**src/rtl/counter_cell.sv**
```systemverilog
// Purpose: one loadable up-counter slice with 74HC161-style carry-enable cascade.
// Latency: load and count take effect on the next rising CLK; CO is combinational.
// Backpressure: none; LOAD has priority over counting, RST over both.
//
// Ports:
//   CLK, RST        rising-edge clock, synchronous active-high reset
//   LOAD, DATAIN    parallel load (active-high) and load data
//   ENP, ENT        count enables; both high to increment
//   Q, CO           current value and ripple carry out
module counter_cell #(
  parameter int WIDTH = 4
) (
  input  logic             CLK,
  input  logic             RST,
  input  logic             LOAD,
  input  logic [WIDTH-1:0] DATAIN,
  input  logic             ENP,
  input  logic             ENT,
  output logic [WIDTH-1:0] Q,
  output logic             CO
);

  logic [WIDTH-1:0] r_q;

  always_ff @(posedge CLK) begin
    if (RST) begin
      r_q <= '0;
    end else if (LOAD) begin
      r_q <= DATAIN;
    end else if (ENP && ENT) begin
      r_q <= r_q + 1'b1;
    end
  end

  assign Q  = r_q;
  // Carry is taken from the present value, so a load into this slice in the
  // same cycle does not suppress the increment of the next slice.
  assign CO = ENT & ENP & (&r_q);

endmodule

```
**src/rtl/counter_register_bank.sv**
```systemverilog
// Purpose: bank of NREGS loadable counters with addressed store and read ports, optional carry chaining.
// Latency: store/count visible the cycle after the edge; LOADDATA and CO are combinational.
// Backpressure: none; every strobe is accepted, out-of-range addresses are ignored.
//
// Ports:
//   CLK, RST            rising-edge clock, synchronous active-high reset
//   nST, ST_ADDR        active-low store strobe and target register
//   STOREDATA           store data
//   INC_EN              per-register count enable
//   nOUT, OUT_ADDR      active-low read enable and source register
//   LOADDATA            read data: 0 or 'z when disabled/out of range (TRISTATE)
//   COUNTER, CO         all register values (reg i at [i*WIDTH +: WIDTH]), per-register carry
module counter_register_bank #(
  parameter  int WIDTH    = 4,
  parameter  int NREGS    = 2,
  parameter  int CHAIN    = 0,
  parameter  int TRISTATE = 0,
  localparam int AW       = (NREGS > 1) ? $clog2(NREGS) : 1
) (
  input  logic                   CLK,
  input  logic                   RST,
  input  logic                   nST,
  input  logic [AW-1:0]          ST_ADDR,
  input  logic [WIDTH-1:0]       STOREDATA,
  input  logic [NREGS-1:0]       INC_EN,
  input  logic                   nOUT,
  input  logic [AW-1:0]          OUT_ADDR,
  output logic [WIDTH-1:0]       LOADDATA,
  output logic [NREGS*WIDTH-1:0] COUNTER,
  output logic [NREGS-1:0]       CO
);

  logic [NREGS-1:0] w_ten;
  logic [NREGS-1:0] w_load;
  logic [NREGS-1:0] w_co;
  logic [WIDTH-1:0] w_q [NREGS];
  logic [WIDTH-1:0] w_rd;
  logic             w_rd_vld;

  for (genvar g = 0; g < NREGS; g++) begin : g_cell
    // In chained mode each slice only counts when the one below wraps.
    if (g == 0 || CHAIN == 0) begin : g_ten_free
      assign w_ten[g] = 1'b1;
    end else begin : g_ten_chain
      assign w_ten[g] = w_co[g-1];
    end

    assign w_load[g] = ~nST && (ST_ADDR == AW'(g));

    counter_cell #(.WIDTH(WIDTH)) u_cell (
      .CLK    (CLK),
      .RST    (RST),
      .LOAD   (w_load[g]),
      .DATAIN (STOREDATA),
      .ENP    (INC_EN[g]),
      .ENT    (w_ten[g]),
      .Q      (w_q[g]),
      .CO     (w_co[g])
    );

    assign COUNTER[g*WIDTH +: WIDTH] = w_q[g];
  end

  assign CO = w_co;

  // Decode by match so an address beyond NREGS simply finds no register.
  always_comb begin
    w_rd     = '0;
    w_rd_vld = 1'b0;
    for (int i = 0; i < NREGS; i++) begin
      if (OUT_ADDR == AW'(i)) begin
        w_rd     = w_q[i];
        w_rd_vld = ~nOUT;
      end
    end
  end

  if (TRISTATE != 0) begin : g_rd_tri
    assign LOADDATA = w_rd_vld ? w_rd : {WIDTH{1'bz}};
  end else begin : g_rd_zero
    assign LOADDATA = w_rd_vld ? w_rd : '0;
  end

endmodule

```
**config.mk**
```make
export PLATFORM = sky130hd
export DESIGN_NAME = counter_register_bank
export DESIGN_NICKNAME = d
export VERILOG_FILES = /design/src/rtl/counter_cell.sv /design/src/rtl/counter_register_bank.sv
export SDC_FILE = /design/constraint.sdc
export NUM_CORES = 1
export LEC_CHECK = 0
export ABC_AREA = 1
export BUFFER_PORTS_ARGS = -buffer_cell sky130_fd_sc_hd__buf_2
export CAP_MARGIN = 20
export CELL_PAD_IN_SITES_DETAIL_PLACEMENT = 0
export CELL_PAD_IN_SITES_GLOBAL_PLACEMENT = 1
export CORE_MARGIN = 2
export CORE_UTILIZATION = 26
export DETAILED_ROUTE_END_ITERATION = 16
export GPL_ROUTABILITY_DRIVEN = 0
export HOLD_SLACK_MARGIN = 0.02
export PLACE_DENSITY_LB_ADDON = 0.1
export SLEW_MARGIN = 20
export SYNTH_ARGS = -nofsm -noshare
export SYNTH_HDL_FRONTEND = slang
export SYNTH_SLANG_ARGS = --single-unit
```
**constraint.sdc**
```tcl
create_clock -name CLK -period 1 [get_ports CLK]
set_input_delay 0.1 -clock CLK [delete_from_list [all_inputs] [get_ports CLK]]
set_output_delay 0.1 -clock CLK [all_outputs]
set_load 0.05 [all_outputs]
```
==> flow_summary.ini, run 1 <==
[status]
outcome = finished with violations
failed_checks = negative setup slack

[placed_design]
dp_hpwl_um = 1270
placed_cell_area_um2 = 868.3
place_ws_ns = -0.07027
portBuffers = 25

[critical_path]
cp_max_fo = 3
crit_family = flip-flops
cp-endpoint = CO[1]
timing.rr.start = g_cell[1].u_cell.Q[0]$_SDFFE_PP0P_
crit_cells = 4
reg2reg_to = g_cell[1].u_cell.Q[3]$_SDFFE_PP0P_
critPathArrivalTime_ns = 1.13
startpoint = g_cell[1].u_cell.Q[0]$_SDFFE_PP0P_
cp-start-kind = flip-flop
end_kind = output pin
critical-path-max-stage-delay_ns = 0.38
path_buf_inv = 1
critPathKind = reg -> out
required_ns = 0.90
ff2ff_setup_slack_ns = -0.04
crit_chain = ha_4, nand2_4, nor3_2, buf_6
critPathSlowestCell = dfxtp_4
reg2regPathDepth = 8

[clock_network]
clk_latency_ns = 0.26
cts.sinks = 8
h-tree-depth = 1
numCtsBuffers = 3
clock_path_buffers = 2
clockRootBuffer = clkbuf_4
clkTransAtPathRegs_ns = 0.06
cts_tree = yes

[grt]
grt_pass1_vias = 637
grt_util_all_layers_pct = 15.09
grt_antenna_before_repair = 0
grt_pass1_wl_um = 2808
grt_max_degree = 9
overflow = 0

[cells_and_area]
nNetsFinal = 141
fin_area_um2 = 1132
antennaDiodeCount = 0
fill_cells = 187
areaGrowthSynthToFinish_pct = 100.7
final_common_cell = nand2_1
largest_register_ffs = 8
final_cell_mix = nand2_1 (19), buf_6 (16), buf_2 (11)
drive_gt1_share_pct = 59.20

[pwr]
internal-power_mw = 0.7186
power_density_nw_per_um2 = 1038
vdd_drop_max_v = 0.0007191
clockPowerShare_pct = 21.8
seq_power_share_pct = 32.2
switching_share_pct = 38.88
leakagePower_nw = 0.5201
switching_power_mw = 0.4572
combPwrFrac_pct = 46.0
total_power_mw = 1.176

[sta]
final-max-slew-violation-count = 0
fmax_mhz = 814.3
fin_crit_sh_pct = 122.8
hold_viol = 0
fin_crit_ns = 1.228
finalSetupViolCount = 9
clock_skew_ns = 0.004329
slew_headroom_pct = 79.56
rsz0062_at_grt = yes
post-route-worst-setup-slack_ns = -0.2280
worst_pin_slew_ns = 0.3066

[floorplan]
die_w_um = 50.59
coreArea_um2 = 2002
initial_core_util_pct = 28.19
chipHeight_um = 50.59
die_area_um2 = 2559
pin_count = 26
rows = 16

[route]
avgRoutedWirePerCell_um = 11.25
vias = 678
routed_via_density = 4.461
finalWirelength_um = 1710
drcViolationCount = 0
drt_first_pass_iters = 4
drtIter0Drc = 9
antenna_left = 0

[synth]
syn-num-nets = 101
yosysSeqAreaShare_pct = 28.38
synth-adder-area-share_pct = 4.435
synthMuxAreaShare_pct = 0
synth_simple_gate_area_share_pct = 31.49
synth_cell_type_count = 22
yosys_warnings = 0
ys_ff_latch = 8
synth-main-ff-cell = dfxtp_1
syn_area_per_cell_um2 = 6.486
synth_top_family_by_area = simple AND/OR/NAND/NOR gates
syn_area_um2 = 564.3
synth_compound_area_share_pct = 15.96
synth_edf_count = 0
synth_cells = 87
synthArstFlopShare_pct = 0
synth_xor_area_share_pct = 3.104

[run]
drv_cap = 0

[worst_hold_path]
hold_class = in -> reg
## metal layers
metal  vias up  routed length [µm]  track usage (%)
li1        352                   -                -
met1       301                 771            19.13
met2        25                 808            24.34
met3         0                 130            5.952
met4         0                   0            2.703
met5         -                   0                0
## worst min-delay path, cell delays in order
cell and delay (ns):
buf_2 0.09, o21ai_1 0.06, a21oi_1 0.10
## power groups by stage
stage / Clock, mW / Combinational (mW) / Sequential (mW)
2_1_floorplan: 0 / 0.184 / 0.473
5_1_grt: 0.287 / 0.583 / 0.382
3_3_place_gp: 0 / 0.410 / 0.376
4_1_cts: 0.273 / 0.509 / 0.376
6_report: 0.257 / 0.541 / 0.378
3_5_place_dp: 0 / 0.410 / 0.377
## logic make-up after synthesis
| kind of cell | Yosys count |
|---|---|
| XOR/XNOR | 2 |
| AO/OA/AOI/OAI | 15 |
| adder cells (fa/ha/maj) | 2 |
| buffers and inverters | 19 |
| AND/OR/NAND/NOR | 41 |
| flip-flops | 8 |
## how the worst min path moves through the flow
stage	start	to	cells after the start
floorplan	RST	g_cell[0].u_cell.Q[3]$_SDFFE_PP0P_	1
detailed placement	RST	g_cell[0].u_cell.Q[3]$_SDFFE_PP0P_	2
global route	STOREDATA[0]	g_cell[1].u_cell.Q[0]$_SDFFE_PP0P_	3
finish	STOREDATA[0]	g_cell[1].u_cell.Q[0]$_SDFFE_PP0P_	3
CTS	STOREDATA[0]	g_cell[1].u_cell.Q[0]$_SDFFE_PP0P_	3
global placement	RST	g_cell[0].u_cell.Q[3]$_SDFFE_PP0P_	2
## final cells by class
class                      count  area [µm²]  share of cell area (%)
multi-input combinational     60       431.7                   38.12
inverter                      16       81.33                   7.182
timing repair buffer          38       372.9                   32.93
clock buffer                   3       22.52                   1.989
sequential                     8       190.2                   16.80
tap                           27       33.78                   2.983
## cell usage after synthesis (2+ instances only)
cell	count	area share, %
nor2_2	2	2.2
a21oi_1	3	2.7
nand2_1	23	15
nor2_1	7	4.7
xor2_1	2	3.1
ha_1	2	4.4
inv_1	14	9.3
a211oi_1	4	5.3
o21ai_1	5	4.4
dfxtp_1	8	28
buf_4	2	2.7
nand3_1	5	4.4
## metrics by stage
step / std cells / util, % / TNS [ns] / hold slack, ns
finish: 152 / 56.56 / -1.150 / 0.1301
floorplan: 87 / - / -0.6811 / 0.1533
detailed placement: 144 / 43.38 / -0.1109 / 0.2697
CTS: 151 / 54.00 / -1.114 / 0.1210
global route: 152 / 56.56 / -1.642 / 0.1415
global placement: 144 / 43.38 / -0.07259 / 0.2701
## repair_timing
| action | in CTS | in global routing |
|---|---|---|
| resized for setup | 45 | 13 |
| hold buffers | 1 | 0 |
| endpoints found under the setup margin | 13 | 17 |
| pin swaps | 7 | 8 |
| buffers inserted | 3 | 3 |
| hold endpoints to repair | 1 | 0 |
(Power assumes the default switching activity.)
==> run 2: changes to the inputs <==
--- a/config.mk
+++ b/config.mk
@@ -11,12 +11,15 @@
 export CELL_PAD_IN_SITES_DETAIL_PLACEMENT = 0
 export CELL_PAD_IN_SITES_GLOBAL_PLACEMENT = 1
 export CORE_MARGIN = 2
-export CORE_UTILIZATION = 26
+export CORE_UTILIZATION = 28
+export CTS_BUF_LIST = sky130_fd_sc_hd__clkbuf_2
 export DETAILED_ROUTE_END_ITERATION = 16
 export GPL_ROUTABILITY_DRIVEN = 0
 export HOLD_SLACK_MARGIN = 0.02
+export MAX_ROUTING_LAYER = met4
 export PLACE_DENSITY_LB_ADDON = 0.1
 export SLEW_MARGIN = 20
 export SYNTH_ARGS = -nofsm -noshare
 export SYNTH_HDL_FRONTEND = slang
+export SYNTH_HIERARCHICAL = 1
 export SYNTH_SLANG_ARGS = --single-unit
==> run 2 against run 1 <==
Compared with the run above: the run still ends with negative setup slack left; global-route usage grew 2.7 points; non-clock buffer count shrank 2; synthesized cell count grew 17%; combinational power shrank 2%.
==> flow_summary.ini, run 2 <==
[synth]
synth_simple_gate_area_share_pct = 42.19
synth_xor_area_share_pct = 2.954
synth-main-ff-cell = dfxtp_1
synthArstFlopShare_pct = 0
synth_cells = 102
syn_area_per_cell_um2 = 5.814
ys_ff_latch = 8
synth-adder-area-share_pct = 4.219
syn_area_um2 = 593.1
synthMuxAreaShare_pct = 0
synth_commonest_cells = nand2_1 (28), nor2_1 (21), inv_1 (13)
synth_compound_area_share_pct = 10.97
synth_edf_count = 0
yosys_warnings = 6
synth_cell_type_count = 14
yosys.area.top_type = dfxtp_1
synth_top_family_by_area = simple AND/OR/NAND/NOR gates
netlist_top_cells_area = dfxtp_1 (27%), nand2_1 (18%), nor2_1 (13%), nand3_1 (10%), inv_1 (8.2%)
synth_top_cell_area_share_pct = 27.00
synth.most_common_cell = nand2_1
yosysSeqAreaShare_pct = 27.00

[cells_and_area]
final_util_pct = 58.21
drive_gt1_share_pct = 55.63
final_cell_mix = nand2_1 (19), nor2_1 (13), buf_6 (11), buf_2 (11)
final_common_cell = nand2_1
multi_input_area_um2 = 495.5
final_cells = 169
antennaDiodeCount = 0
fill_cells = 188
areaGrowthSynthToFinish_pct = 94.52
largest_register_ffs = 8
regArea_um2 = 187.7
nNetsFinal = 157

[sta]
final-max-slew-violation-count = 0
finalSetupTns_ns = -1.015
fmax_mhz = 819.7
post-route-worst-setup-slack_ns = -0.2199
finalSetupViolCount = 8
fin_crit_ns = 1.220
fin_crit_sh_pct = 122.0
hold_ws_ns = 0.1059
clock_skew_ns = 0.009527
rsz0062_at_grt = yes
hold_viol = 0

[clock_network]
clkTransAtPathRegs_ns = 0.09
clockRootBuffer = clkbuf_2
numCtsBuffers = 3
clock_path_buffers = 2
cts_tree = yes
h-tree-depth = 1
cts.sinks = 8
clk_latency_ns = 0.25

[grt]
grt_antenna_before_repair = 0
overflow = 0
grt_pass1_vias = 767
grt_util_all_layers_pct = 17.76
grt_pass1_wl_um = 3215
grt_max_degree = 9

[pwr]
internal-power_mw = 0.6736
power_density_nw_per_um2 = 989.3
switching_share_pct = 40.98
vdd_drop_max_v = 0.0005454
leakagePower_nw = 0.5387
switching_power_mw = 0.4676
total_power_mw = 1.141
clockPowerShare_pct = 20.6
seq_power_share_pct = 33.1
combPwrFrac_pct = 46.3

[route]
routed_via_density = 4.592
drtIter0Drc = 28
drcViolationCount = 0
drt_first_pass_iters = 4
antenna_left = 0
finalWirelength_um = 1824
avgRoutedWirePerCell_um = 10.79
vias = 776

[worst_hold_path]
hold_class = in -> reg

[critical_path]
required_ns = 0.90
critPathKind = reg -> out
cp-start-kind = flip-flop
cp_max_fo = 4
end_kind = output pin
critPathArrivalTime_ns = 1.12

[placed_design]
dp_hpwl_um = 1312
portBuffers = 25
post-place-cells = 162

[floorplan]
die_area_um2 = 2502
rows = 16
chipHeight_um = 50.02
coreArea_um2 = 1982
initial_core_util_pct = 29.92
pin_count = 26
die_w_um = 50.02

[run]
drv_cap = 0

[status]
failed_checks = negative setup slack
outcome = finished with violations
[run 2: cell types whose count changed in the layout (fill, tap and decap cells not counted), moves of 5 or more]
cell     change
nor2_1       +9
nand2_2      +6
nor2_4       +6
buf_6        -5
inv_2        +5
[run 2: cell families after synthesis]
kind of cell	after synthesis
buffers and inverters	17
and+or+nand+nor	62
adders and majority gates	2
DFF	8
xor gates and xnor gates	2
other	1
AOI/OAI and AO/OA	10
[run 2: stage by stage]
| stage | setup WS, ns | cell area, µm² |
|---|---|---|
| 6_report | -0.2199 | 1154 |
| 5_1_grt | -0.2754 | 1154 |
| 4_1_cts | -0.2276 | 1115 |
| 3_5_place_dp | -0.04813 | 912.1 |
| 3_3_place_gp | -0.03081 | 912.1 |
| 2_1_floorplan | -0.1105 | 704.4 |
[run 2: routing by layer]
metal  wire, µm  track usage, %
met5          0               -
met4         11           9.722
met3         60           3.636
met2        925           27.63
met1        826           21.26
[run 2: final cells by class]
class	count	share of cell area, %
repair buffers	36	30.69
multi-input cells	78	42.95
well taps	27	2.928
inverters	16	5.423
clock buffers	4	1.735
flip-flops and latches	8	16.27
[run 2: timing repair]
item / in CTS / in global routing
hold buffers: 0 / 0
setup endpoints to repair: 14 / 17
pin swaps: 8 / 7
buffers inserted: 4 / 1
gates resized for setup: 44 / 18
cloned: 0 / 0
[run 2: power groups by stage]
stage	Clock [mW]	Sequential, mW	Combinational (mW)
after floorplan	0	0.468	0.187
after global placement	0	0.378	0.398
after detailed placement	0	0.382	0.396
after CTS	0.257	0.376	0.507
after global routing	0.265	0.383	0.573
final	0.235	0.378	0.528
[run 2: final timing paths]
| check | to | startpoint | slack, ns | depth (start not counted) |
|---|---|---|---|---|
| setup / recovery | CO[1] | g_cell[1].u_cell/Q[1]$_SDFFE_PP0P_ | -0.22 | 4 |
| hold / removal | g_cell[1].u_cell/Q[0]$_SDFFE_PP0P_ | RST | 0.11 | 2 |
| setup reg to reg | g_cell[0].u_cell/Q[3]$_SDFFE_PP0P_ | g_cell[0].u_cell/Q[0]$_SDFFE_PP0P_ | 0 | 8 |
| hold reg to reg | g_cell[1].u_cell/Q[2]$_SDFFE_PP0P_ | g_cell[1].u_cell/Q[2]$_SDFFE_PP0P_ | 0.67 | 4 |
[run 2: worst max-delay path, cell delays in order, from the launching register on]
cell     delay (ns)
dfxtp_4        0.40
ha_4           0.15
nand3_4        0.07
nor2_4         0.09
buf_8          0.15
